===== src/rtl/conv2x2_sequencer_if.sv =====
// Control bundle between the top-level controller and conv2x2_sequencer.
// The master drives the job request; the slave (sequencer) drives the datapath controls.
interface conv2x2_sequencer_if;
   logic       start;
   logic       abort;
   logic       win_row;
   logic       win_col;
   logic       busy;
   logic       done;
   logic       acc_clr;
   logic       sys_2by2_en;
   logic [4:0] input_array_addr_in_2by2;
   logic [4:0] filter_ceiling_first_array_addr_in_2by2;
   logic [4:0] filter_ceiling_second_array_addr_in_2by2;
   logic [1:0] buffer_read_addr_in_2by2;
   logic       out_valid;
   logic [1:0] out_idx;

   modport master (
      output start, abort, win_row, win_col,
      input  busy, done, acc_clr, sys_2by2_en,
             input_array_addr_in_2by2,
             filter_ceiling_first_array_addr_in_2by2,
             filter_ceiling_second_array_addr_in_2by2,
             buffer_read_addr_in_2by2, out_valid, out_idx
   );

   modport slave (
      input  start, abort, win_row, win_col,
      output busy, done, acc_clr, sys_2by2_en,
             input_array_addr_in_2by2,
             filter_ceiling_first_array_addr_in_2by2,
             filter_ceiling_second_array_addr_in_2by2,
             buffer_read_addr_in_2by2, out_valid, out_idx
   );
endinterface


===== src/rtl/conv2x2_sequencer.sv =====
// Sequences one 2x2-output convolution job: clear, skewed feed, drain, buffer read, done.
// Optional CONV2X2_SEQ_PERF_EN adds job_count_o, a wrapping count of completed jobs.
module conv2x2_sequencer #(
   parameter int unsigned N_TAPS       = 9,
   parameter int unsigned DRAIN_CYCLES = 2,
   parameter int unsigned ZERO_SEL     = 25
) (
   input  logic                clk,
   input  logic                rst,
   conv2x2_sequencer_if.slave  seq
`ifdef CONV2X2_SEQ_PERF_EN
   ,
   output logic [15:0]         job_count_o
`endif
);

   localparam int unsigned SEL_W    = 5;
   localparam int unsigned RD_W     = 2;
   localparam int unsigned FILT_B   = 16;
   localparam int unsigned N_READS  = 4;
   localparam int unsigned CNT_MAX  = (N_TAPS + 1 > DRAIN_CYCLES) ? N_TAPS + 1 : DRAIN_CYCLES;
   localparam int unsigned CNT_W    = $clog2(CNT_MAX + 1);

   typedef enum logic [2:0] {
      S_IDLE,
      S_CLEAR,
      S_FEED,
      S_DRAIN,
      S_READ,
      S_FLUSH,
      S_DONE
   } state_e;

   state_e             state_q, state_d;
   logic [CNT_W-1:0]   cnt_q, cnt_d;
   logic               win_row_q, win_row_d;
   logic               win_col_q, win_col_d;
   logic               busy_q, busy_d;
   logic               done_q, done_d;
   logic               acc_clr_q, acc_clr_d;
   logic               en_q, en_d;
   logic [SEL_W-1:0]   in_sel_q, in_sel_d;
   logic [SEL_W-1:0]   f1_sel_q, f1_sel_d;
   logic [SEL_W-1:0]   f2_sel_q, f2_sel_d;
   logic [RD_W-1:0]    rd_addr_q, rd_addr_d;
   logic               out_valid_q, out_valid_d;
   logic [RD_W-1:0]    out_idx_q, out_idx_d;

   // Input-mux select for tap k of a 3x3 filter placed at window origin (row, col).
   function automatic logic [SEL_W-1:0] tap_addr(input logic row, input logic col,
                                                  input logic [CNT_W-1:0] k);
      logic [CNT_W-1:0] r;
      logic [CNT_W-1:0] c;
      logic [SEL_W-1:0] rr;
      r  = (k >= CNT_W'(6)) ? CNT_W'(2) : ((k >= CNT_W'(3)) ? CNT_W'(1) : CNT_W'(0));
      c  = k - CNT_W'(3) * r;
      rr = SEL_W'(r) + SEL_W'(row);
      return (rr << 2) + SEL_W'(c) + SEL_W'(col);
   endfunction

   always_ff @(posedge clk or negedge rst) begin
      if (!rst) begin
         state_q     <= S_IDLE;
         cnt_q       <= '0;
         win_row_q   <= 1'b0;
         win_col_q   <= 1'b0;
         busy_q      <= 1'b0;
         done_q      <= 1'b0;
         acc_clr_q   <= 1'b0;
         en_q        <= 1'b0;
         in_sel_q    <= SEL_W'(ZERO_SEL);
         f1_sel_q    <= SEL_W'(ZERO_SEL);
         f2_sel_q    <= SEL_W'(ZERO_SEL);
         rd_addr_q   <= '0;
         out_valid_q <= 1'b0;
         out_idx_q   <= '0;
      end else begin
         state_q     <= state_d;
         cnt_q       <= cnt_d;
         win_row_q   <= win_row_d;
         win_col_q   <= win_col_d;
         busy_q      <= busy_d;
         done_q      <= done_d;
         acc_clr_q   <= acc_clr_d;
         en_q        <= en_d;
         in_sel_q    <= in_sel_d;
         f1_sel_q    <= f1_sel_d;
         f2_sel_q    <= f2_sel_d;
         rd_addr_q   <= rd_addr_d;
         out_valid_q <= out_valid_d;
         out_idx_q   <= out_idx_d;
      end
   end

   // Next state, then registered outputs derived from the state being entered.
   always_comb begin
      state_d     = state_q;
      cnt_d       = cnt_q;
      win_row_d   = win_row_q;
      win_col_d   = win_col_q;
      busy_d      = 1'b0;
      done_d      = 1'b0;
      acc_clr_d   = 1'b0;
      en_d        = 1'b0;
      in_sel_d    = SEL_W'(ZERO_SEL);
      f1_sel_d    = SEL_W'(ZERO_SEL);
      f2_sel_d    = SEL_W'(ZERO_SEL);
      rd_addr_d   = '0;
      out_valid_d = 1'b0;
      out_idx_d   = '0;

      unique case (state_q)
         S_IDLE: begin
            if (seq.start && !seq.abort) begin
               state_d   = S_CLEAR;
               cnt_d     = '0;
               win_row_d = seq.win_row;
               win_col_d = seq.win_col;
            end
         end
         S_CLEAR: begin
            state_d = S_FEED;
            cnt_d   = '0;
         end
         S_FEED: begin
            if (cnt_q == CNT_W'(N_TAPS)) begin
               state_d = S_DRAIN;
               cnt_d   = '0;
            end else begin
               cnt_d = cnt_q + CNT_W'(1);
            end
         end
         S_DRAIN: begin
            if (cnt_q == CNT_W'(DRAIN_CYCLES - 1)) begin
               state_d = S_READ;
               cnt_d   = '0;
            end else begin
               cnt_d = cnt_q + CNT_W'(1);
            end
         end
         S_READ: begin
            if (cnt_q == CNT_W'(N_READS - 1)) begin
               state_d = S_FLUSH;
               cnt_d   = '0;
            end else begin
               cnt_d = cnt_q + CNT_W'(1);
            end
         end
         S_FLUSH: state_d = S_DONE;
         S_DONE:  state_d = S_IDLE;
         default: state_d = S_IDLE;
      endcase

      if (seq.abort && (state_q != S_IDLE)) begin
         state_d = S_IDLE;
         cnt_d   = '0;
      end

      busy_d    = (state_d != S_IDLE);
      done_d    = (state_d == S_DONE);
      acc_clr_d = (state_d == S_CLEAR);
      en_d      = (state_d == S_FEED) || (state_d == S_DRAIN);

      // Second filter column trails the first by one cycle for the systolic skew.
      if (state_d == S_FEED) begin
         if (cnt_d < CNT_W'(N_TAPS)) begin
            in_sel_d = tap_addr(win_row_d, win_col_d, cnt_d);
            f1_sel_d = SEL_W'(FILT_B) + SEL_W'(cnt_d);
         end
         if (cnt_d != '0) begin
            f2_sel_d = SEL_W'(FILT_B - 1) + SEL_W'(cnt_d);
         end
      end

      if (state_d == S_READ) begin
         rd_addr_d = RD_W'(cnt_d);
      end

      // Buffer has one cycle of read latency, so tag the address issued last cycle.
      out_valid_d = (state_q == S_READ) && (state_d != S_IDLE);
      out_idx_d   = out_valid_d ? rd_addr_q : '0;
   end

   assign seq.busy                                     = busy_q;
   assign seq.done                                     = done_q;
   assign seq.acc_clr                                  = acc_clr_q;
   assign seq.sys_2by2_en                              = en_q;
   assign seq.input_array_addr_in_2by2                 = in_sel_q;
   assign seq.filter_ceiling_first_array_addr_in_2by2  = f1_sel_q;
   assign seq.filter_ceiling_second_array_addr_in_2by2 = f2_sel_q;
   assign seq.buffer_read_addr_in_2by2                 = rd_addr_q;
   assign seq.out_valid                                = out_valid_q;
   assign seq.out_idx                                  = out_idx_q;

`ifdef CONV2X2_SEQ_PERF_EN
   logic [15:0] job_count_q;

   // Counts completed jobs; aborted jobs never reach DONE.
   always_ff @(posedge clk or negedge rst) begin
      if (!rst) begin
         job_count_q <= '0;
      end else if (state_d == S_DONE) begin
         job_count_q <= job_count_q + 16'd1;
      end
   end

   assign job_count_o = job_count_q;
`endif

endmodule


===== src/flat_wrapper.sv =====
// flat-port wrapper written by rule: the top's interface ports become plain ports
module conv2x2_sequencer_flat 
#(
   parameter int unsigned N_TAPS       = 9,
   parameter int unsigned DRAIN_CYCLES = 2,
   parameter int unsigned ZERO_SEL     = 25
)
  (clk, rst, seq_start, seq_abort, seq_win_row, seq_win_col, seq_busy, seq_done, seq_acc_clr, seq_sys_2by2_en, seq_input_array_addr_in_2by2, seq_filter_ceiling_first_array_addr_in_2by2, seq_filter_ceiling_second_array_addr_in_2by2, seq_buffer_read_addr_in_2by2, seq_out_valid, seq_out_idx);
  conv2x2_sequencer_if seq_i ();
  input  logic clk;
  input  logic rst;
  input wire logic [$bits(seq_i.start)-1:0] seq_start;
  input wire logic [$bits(seq_i.abort)-1:0] seq_abort;
  input wire logic [$bits(seq_i.win_row)-1:0] seq_win_row;
  input wire logic [$bits(seq_i.win_col)-1:0] seq_win_col;
  output wire logic [$bits(seq_i.busy)-1:0] seq_busy;
  output wire logic [$bits(seq_i.done)-1:0] seq_done;
  output wire logic [$bits(seq_i.acc_clr)-1:0] seq_acc_clr;
  output wire logic [$bits(seq_i.sys_2by2_en)-1:0] seq_sys_2by2_en;
  output wire logic [$bits(seq_i.input_array_addr_in_2by2)-1:0] seq_input_array_addr_in_2by2;
  output wire logic [$bits(seq_i.filter_ceiling_first_array_addr_in_2by2)-1:0] seq_filter_ceiling_first_array_addr_in_2by2;
  output wire logic [$bits(seq_i.filter_ceiling_second_array_addr_in_2by2)-1:0] seq_filter_ceiling_second_array_addr_in_2by2;
  output wire logic [$bits(seq_i.buffer_read_addr_in_2by2)-1:0] seq_buffer_read_addr_in_2by2;
  output wire logic [$bits(seq_i.out_valid)-1:0] seq_out_valid;
  output wire logic [$bits(seq_i.out_idx)-1:0] seq_out_idx;
  assign seq_i.start = seq_start;
  assign seq_i.abort = seq_abort;
  assign seq_i.win_row = seq_win_row;
  assign seq_i.win_col = seq_win_col;
  assign seq_busy = seq_i.busy;
  assign seq_done = seq_i.done;
  assign seq_acc_clr = seq_i.acc_clr;
  assign seq_sys_2by2_en = seq_i.sys_2by2_en;
  assign seq_input_array_addr_in_2by2 = seq_i.input_array_addr_in_2by2;
  assign seq_filter_ceiling_first_array_addr_in_2by2 = seq_i.filter_ceiling_first_array_addr_in_2by2;
  assign seq_filter_ceiling_second_array_addr_in_2by2 = seq_i.filter_ceiling_second_array_addr_in_2by2;
  assign seq_buffer_read_addr_in_2by2 = seq_i.buffer_read_addr_in_2by2;
  assign seq_out_valid = seq_i.out_valid;
  assign seq_out_idx = seq_i.out_idx;
  conv2x2_sequencer #(.N_TAPS(N_TAPS), .DRAIN_CYCLES(DRAIN_CYCLES), .ZERO_SEL(ZERO_SEL)) u_core (.clk(clk), .rst(rst), .seq(seq_i));
endmodule

===== config.mk =====
export PLATFORM = sky130hd
export DESIGN_NAME = conv2x2_sequencer_flat
export DESIGN_NICKNAME = d
export VERILOG_FILES = /design/src/rtl/conv2x2_sequencer_if.sv /design/src/rtl/conv2x2_sequencer.sv /design/src/flat_wrapper.sv
export SDC_FILE = /design/constraint.sdc
export NUM_CORES = 1
export LEC_CHECK = 0
export ABC_AREA = 1
export BUFFER_PORTS_ARGS = -buffer_cell sky130_fd_sc_hd__buf_2
export CORE_AREA = 2 2 49 73
export DETAILED_ROUTE_END_ITERATION = 10
export DIE_AREA = 0 0 51 75
export PLACE_DENSITY = 0.85
export SLEW_MARGIN = 20
export SYNTH_ARGS = -nofsm -noshare
export SYNTH_HDL_FRONTEND = slang
export SYNTH_SLANG_ARGS = --single-unit

===== constraint.sdc =====
create_clock -name clk -period 8.1 [get_ports clk]
set_input_delay 1.62 -clock clk [delete_from_list [all_inputs] [get_ports clk]]
set_output_delay 1.62 -clock clk [all_outputs]
set_load 0.05 [all_outputs]

==> flow_summary.json <==
{
  "skew_ns": 0.00611,
  "root_buffer": "clkbuf_8",
  "cts_setup_buffers": 0,
  "rr_endpoint": "u_core.seq.input_array_addr_in_2by2[4]",
  "synth_cell_type_count": 26,
  "rsz0062_at_grt": "false",
  "cts.clk_slew.worst_paths_ns": 0.06,
  "power_mw": 0.803,
  "drt-met1-wl_um": 1250,
  "grt.overflow.total": 0,
  "yosysWarnings": 0,
  "ctsResizeCount": 0,
  "routabilityCongestion": 0.872,
  "clockBufferDepth": 2,
  "critical_path_class": "in -> reg",
  "slowest_stage": "ha_1",
  "wl_per_cell_um": 12.5,
  "drive_gt1_frac": 0.314,
  "route.detailed.drc": 0,
  "nets": 252,
  "dp_hpwl_um": 2580,
  "cts_tree": "yes",
  "worst_pin_slew_ns": 0.685,
  "hold_class": "reg -> reg",
  "n_fill_cell": 284,
  "r2r_start": "u_core.cnt_q[0]",
  "core_area_um2": 3160,
  "seq_area_frac_synth": 0.476,
  "dp.cells": 268,
  "synthCells": 200,
  "final.setup.tns_ns": 0,
  "start_kind": "input port",
  "worst_ep_required_time_ns": 8.30,
  "place_ws_ns": 3.62,
  "path_buf_inv": 6,
  "critPathTopFamily": "simple AND/OR/NAND/NOR gates",
  "critPathCaptureType": "register",
  "vdd_ir_drop_max_v": 0.000286,
  "arrival_ns": 4.40,
  "numCtsBuffers": 5,
  "period_needed_ns": 4.20,
  "drtIter0Drc": 22,
  "cts_sinks": 32,
  "grt_pass1_vias": 1290,
  "antenna_found_initial": 0,
  "reg2reg_depth": 26,
  "antennaDiodeCount": 0,
  "rows": 25,
  "highest_layer": "met4",
  "worstHoldStart": "u_core.win_row_q",
  "fmax_ghz": 0.238,
  "ant_nets": 0,
  "initial_core_util": 0.539,
  "dieArea_um2": 3830,
  "fin_cells": 276,
  "htree_levels": 2,
  "cp_common_cell": "nand2_1",
  "route.met3.wl_um": 100,
  "maxCapViolations": 0,
  "numPortBuffers": 28,
  "hold_viol_final": 0,
  "synth-seq-cells": 32,
  "power.density_nw_per_um2": 398,
  "hold_ws_ns": 0.486,
  "die_w_um": 51,
  "grt_max_degree": 33,
  "ioPinCount": 30,
  "drv_slew": 0,
  "setup_viol": 0,
  "worst_slew_margin_rel": 0.543,
  "setup_slack_ns": 3.90,
  "hold_buffers": 0,
  "syn2layout_area_growth_pct": 18.4,
  "via_per_inst": 4.88,
  "hold_end": "u_core.win_row_q",
  "r2r_slack_ns": 4.64,
  "clk_latency_ns": 0.28,
  "dr_total_vias": 1346,
  "grt_use_total": 0.199,
  "grt_pass1_wl_um": 5520,
  "cp_max_fo": 4,
  "min_period_over_period": 0.519,
  "critical-path-max-stage-delay_ns": 0.33,
  "wl_um": 3440,
  "holdPathStages": 2,
  "met2_length_um": 2020,
  "status": "finished clean",
  "p_leak_nw": 1.17,
  "syn_avg_cell_area_um2": 8.51,
  "netlist_area_um2": 1700,
  "die-height_um": 75,
  "firstDrtPassIters": 4
}
-- layout by cell type, fill, tap and decap left out, types with 2 or more instances in the layout --
cell type  count
nor2_1        17
nand2_1       56
nand2_2        9
ha_1          10
xor2_1         2
inv_2          8
inv_1         28
nor2_2         4
nand3_2        5
nand3_1       10
xnor2_1        2
dfstp_2        8
a21oi_1        2
clkbuf_8       7
nand4_1        4
dfrtp_1       24
buf_2         28
conb_1         2
-- flip-flops by register name, indices dropped and copies added (netlist names) --
register	count
u_core.seq.filter_ceiling_second_array_addr_in_2by2	5
u_core.seq.busy	1
u_core.seq.out_idx	2
u_core.seq.acc_clr	1
u_core.seq.sys_2by2_en	1
u_core.seq.input_array_addr_in_2by2	5
u_core.win_col_q	1
u_core.seq.filter_ceiling_first_array_addr_in_2by2	4
u_core.seq.done	1
u_core.state_q	3
u_core.cnt_q	4
u_core.seq.out_valid	1
u_core.seq.buffer_read_addr_in_2by2	2
u_core.win_row_q	1
-- per-stage QoR --
step,area (um^2),utilization
final,2010,0.638
after global routing,2010,0.638
after CTS,2010,0.638
after detailed placement,1890,0.598
after global placement,1890,0.598
after floorplan,1710,-
-- cell usage after synthesis (all sizes together) --
| library cell | number | share of area |
|---|---|---|
| xor2 | 2 | 0.010 |
| o21bai | 1 | 0.0044 |
| nor2 | 22 | 0.059 |
| conb | 1 | 0.0022 |
| nand4 | 4 | 0.015 |
| dfstp | 8 | 0.12 |
| o21ai | 2 | 0.0081 |
| fa | 1 | 0.012 |
| o31ai | 1 | 0.0044 |
| ha | 10 | 0.074 |
| a31oi | 1 | 0.0037 |
| nand2 | 66 | 0.16 |
| nand3 | 15 | 0.059 |
| xnor2 | 2 | 0.010 |
| buf | 1 | 0.0044 |
| inv | 36 | 0.079 |
| dfrtp | 24 | 0.35 |
| a21oi | 3 | 0.015 |
-- final cells by class --
| cell class | instances | area (um^2) | area share |
|---|---|---|---|
| well taps | 40 | 50.0 | 0.0248 |
| clock inverters | 1 | 30.0 | 0.0149 |
| flip-flops and latches | 32 | 811 | 0.402 |
| repair buffers | 28 | 140 | 0.0696 |
| multi-input cells | 132 | 752 | 0.373 |
| inverters | 36 | 135 | 0.0671 |
| clock buffers | 7 | 96.3 | 0.0478 |
-- report_power, final --
| part | total, mW | internal (mW) | leakage [nW] | switching (mW) |
|---|---|---|---|---|
| clock network | 0.163 | 0.108 | 0.0645 | 0.0548 |
| registers | 0.226 | 0.208 | 0.409 | 0.0180 |
| logic | 0.413 | 0.117 | 0.700 | 0.297 |
| total | 0.803 | 0.433 | 1.17 | 0.369 |
-- cell families after synthesis --
kind of cell | Yosys count | synth area share
compound gates | 8 | 0.0360
other cells | 1 | 0.00220
simple gates | 107 | 0.296
fa+ha+maj | 11 | 0.0853
xor+xnor | 4 | 0.0206
flops | 32 | 0.476
buf+inv | 37 | 0.0838
-- layer usage --
metal | GRT usage | up-vias
met3 | 0.0476 | 8
met5 | 0 | -
met4 | 0.0751 | 0
met2 | 0.395 | 28
li1 | - | 679
met1 | 0.192 | 631
-- worst min-delay path: cells and delay by family (launching register included) --
kind,cells,cell delay [ns]
AND/OR/NAND/NOR,2,0.13
flip-flops,1,0.32
-- worst max path at each step --
stage / startpoint / to / cells after the start
6_report: seq_start / u_core.seq.input_array_addr_in_2by2[4] / 26
5_1_grt: seq_start / u_core.seq.input_array_addr_in_2by2[4] / 26
4_1_cts: seq_start / u_core.seq.input_array_addr_in_2by2[4] / 26
3_5_place_dp: seq_start / u_core.seq.input_array_addr_in_2by2[4] / 26
3_3_place_gp: seq_start / u_core.seq.input_array_addr_in_2by2[4] / 26
2_1_floorplan: seq_start / u_core.seq.input_array_addr_in_2by2[4] / 25
(Power assumes the default switching activity.)
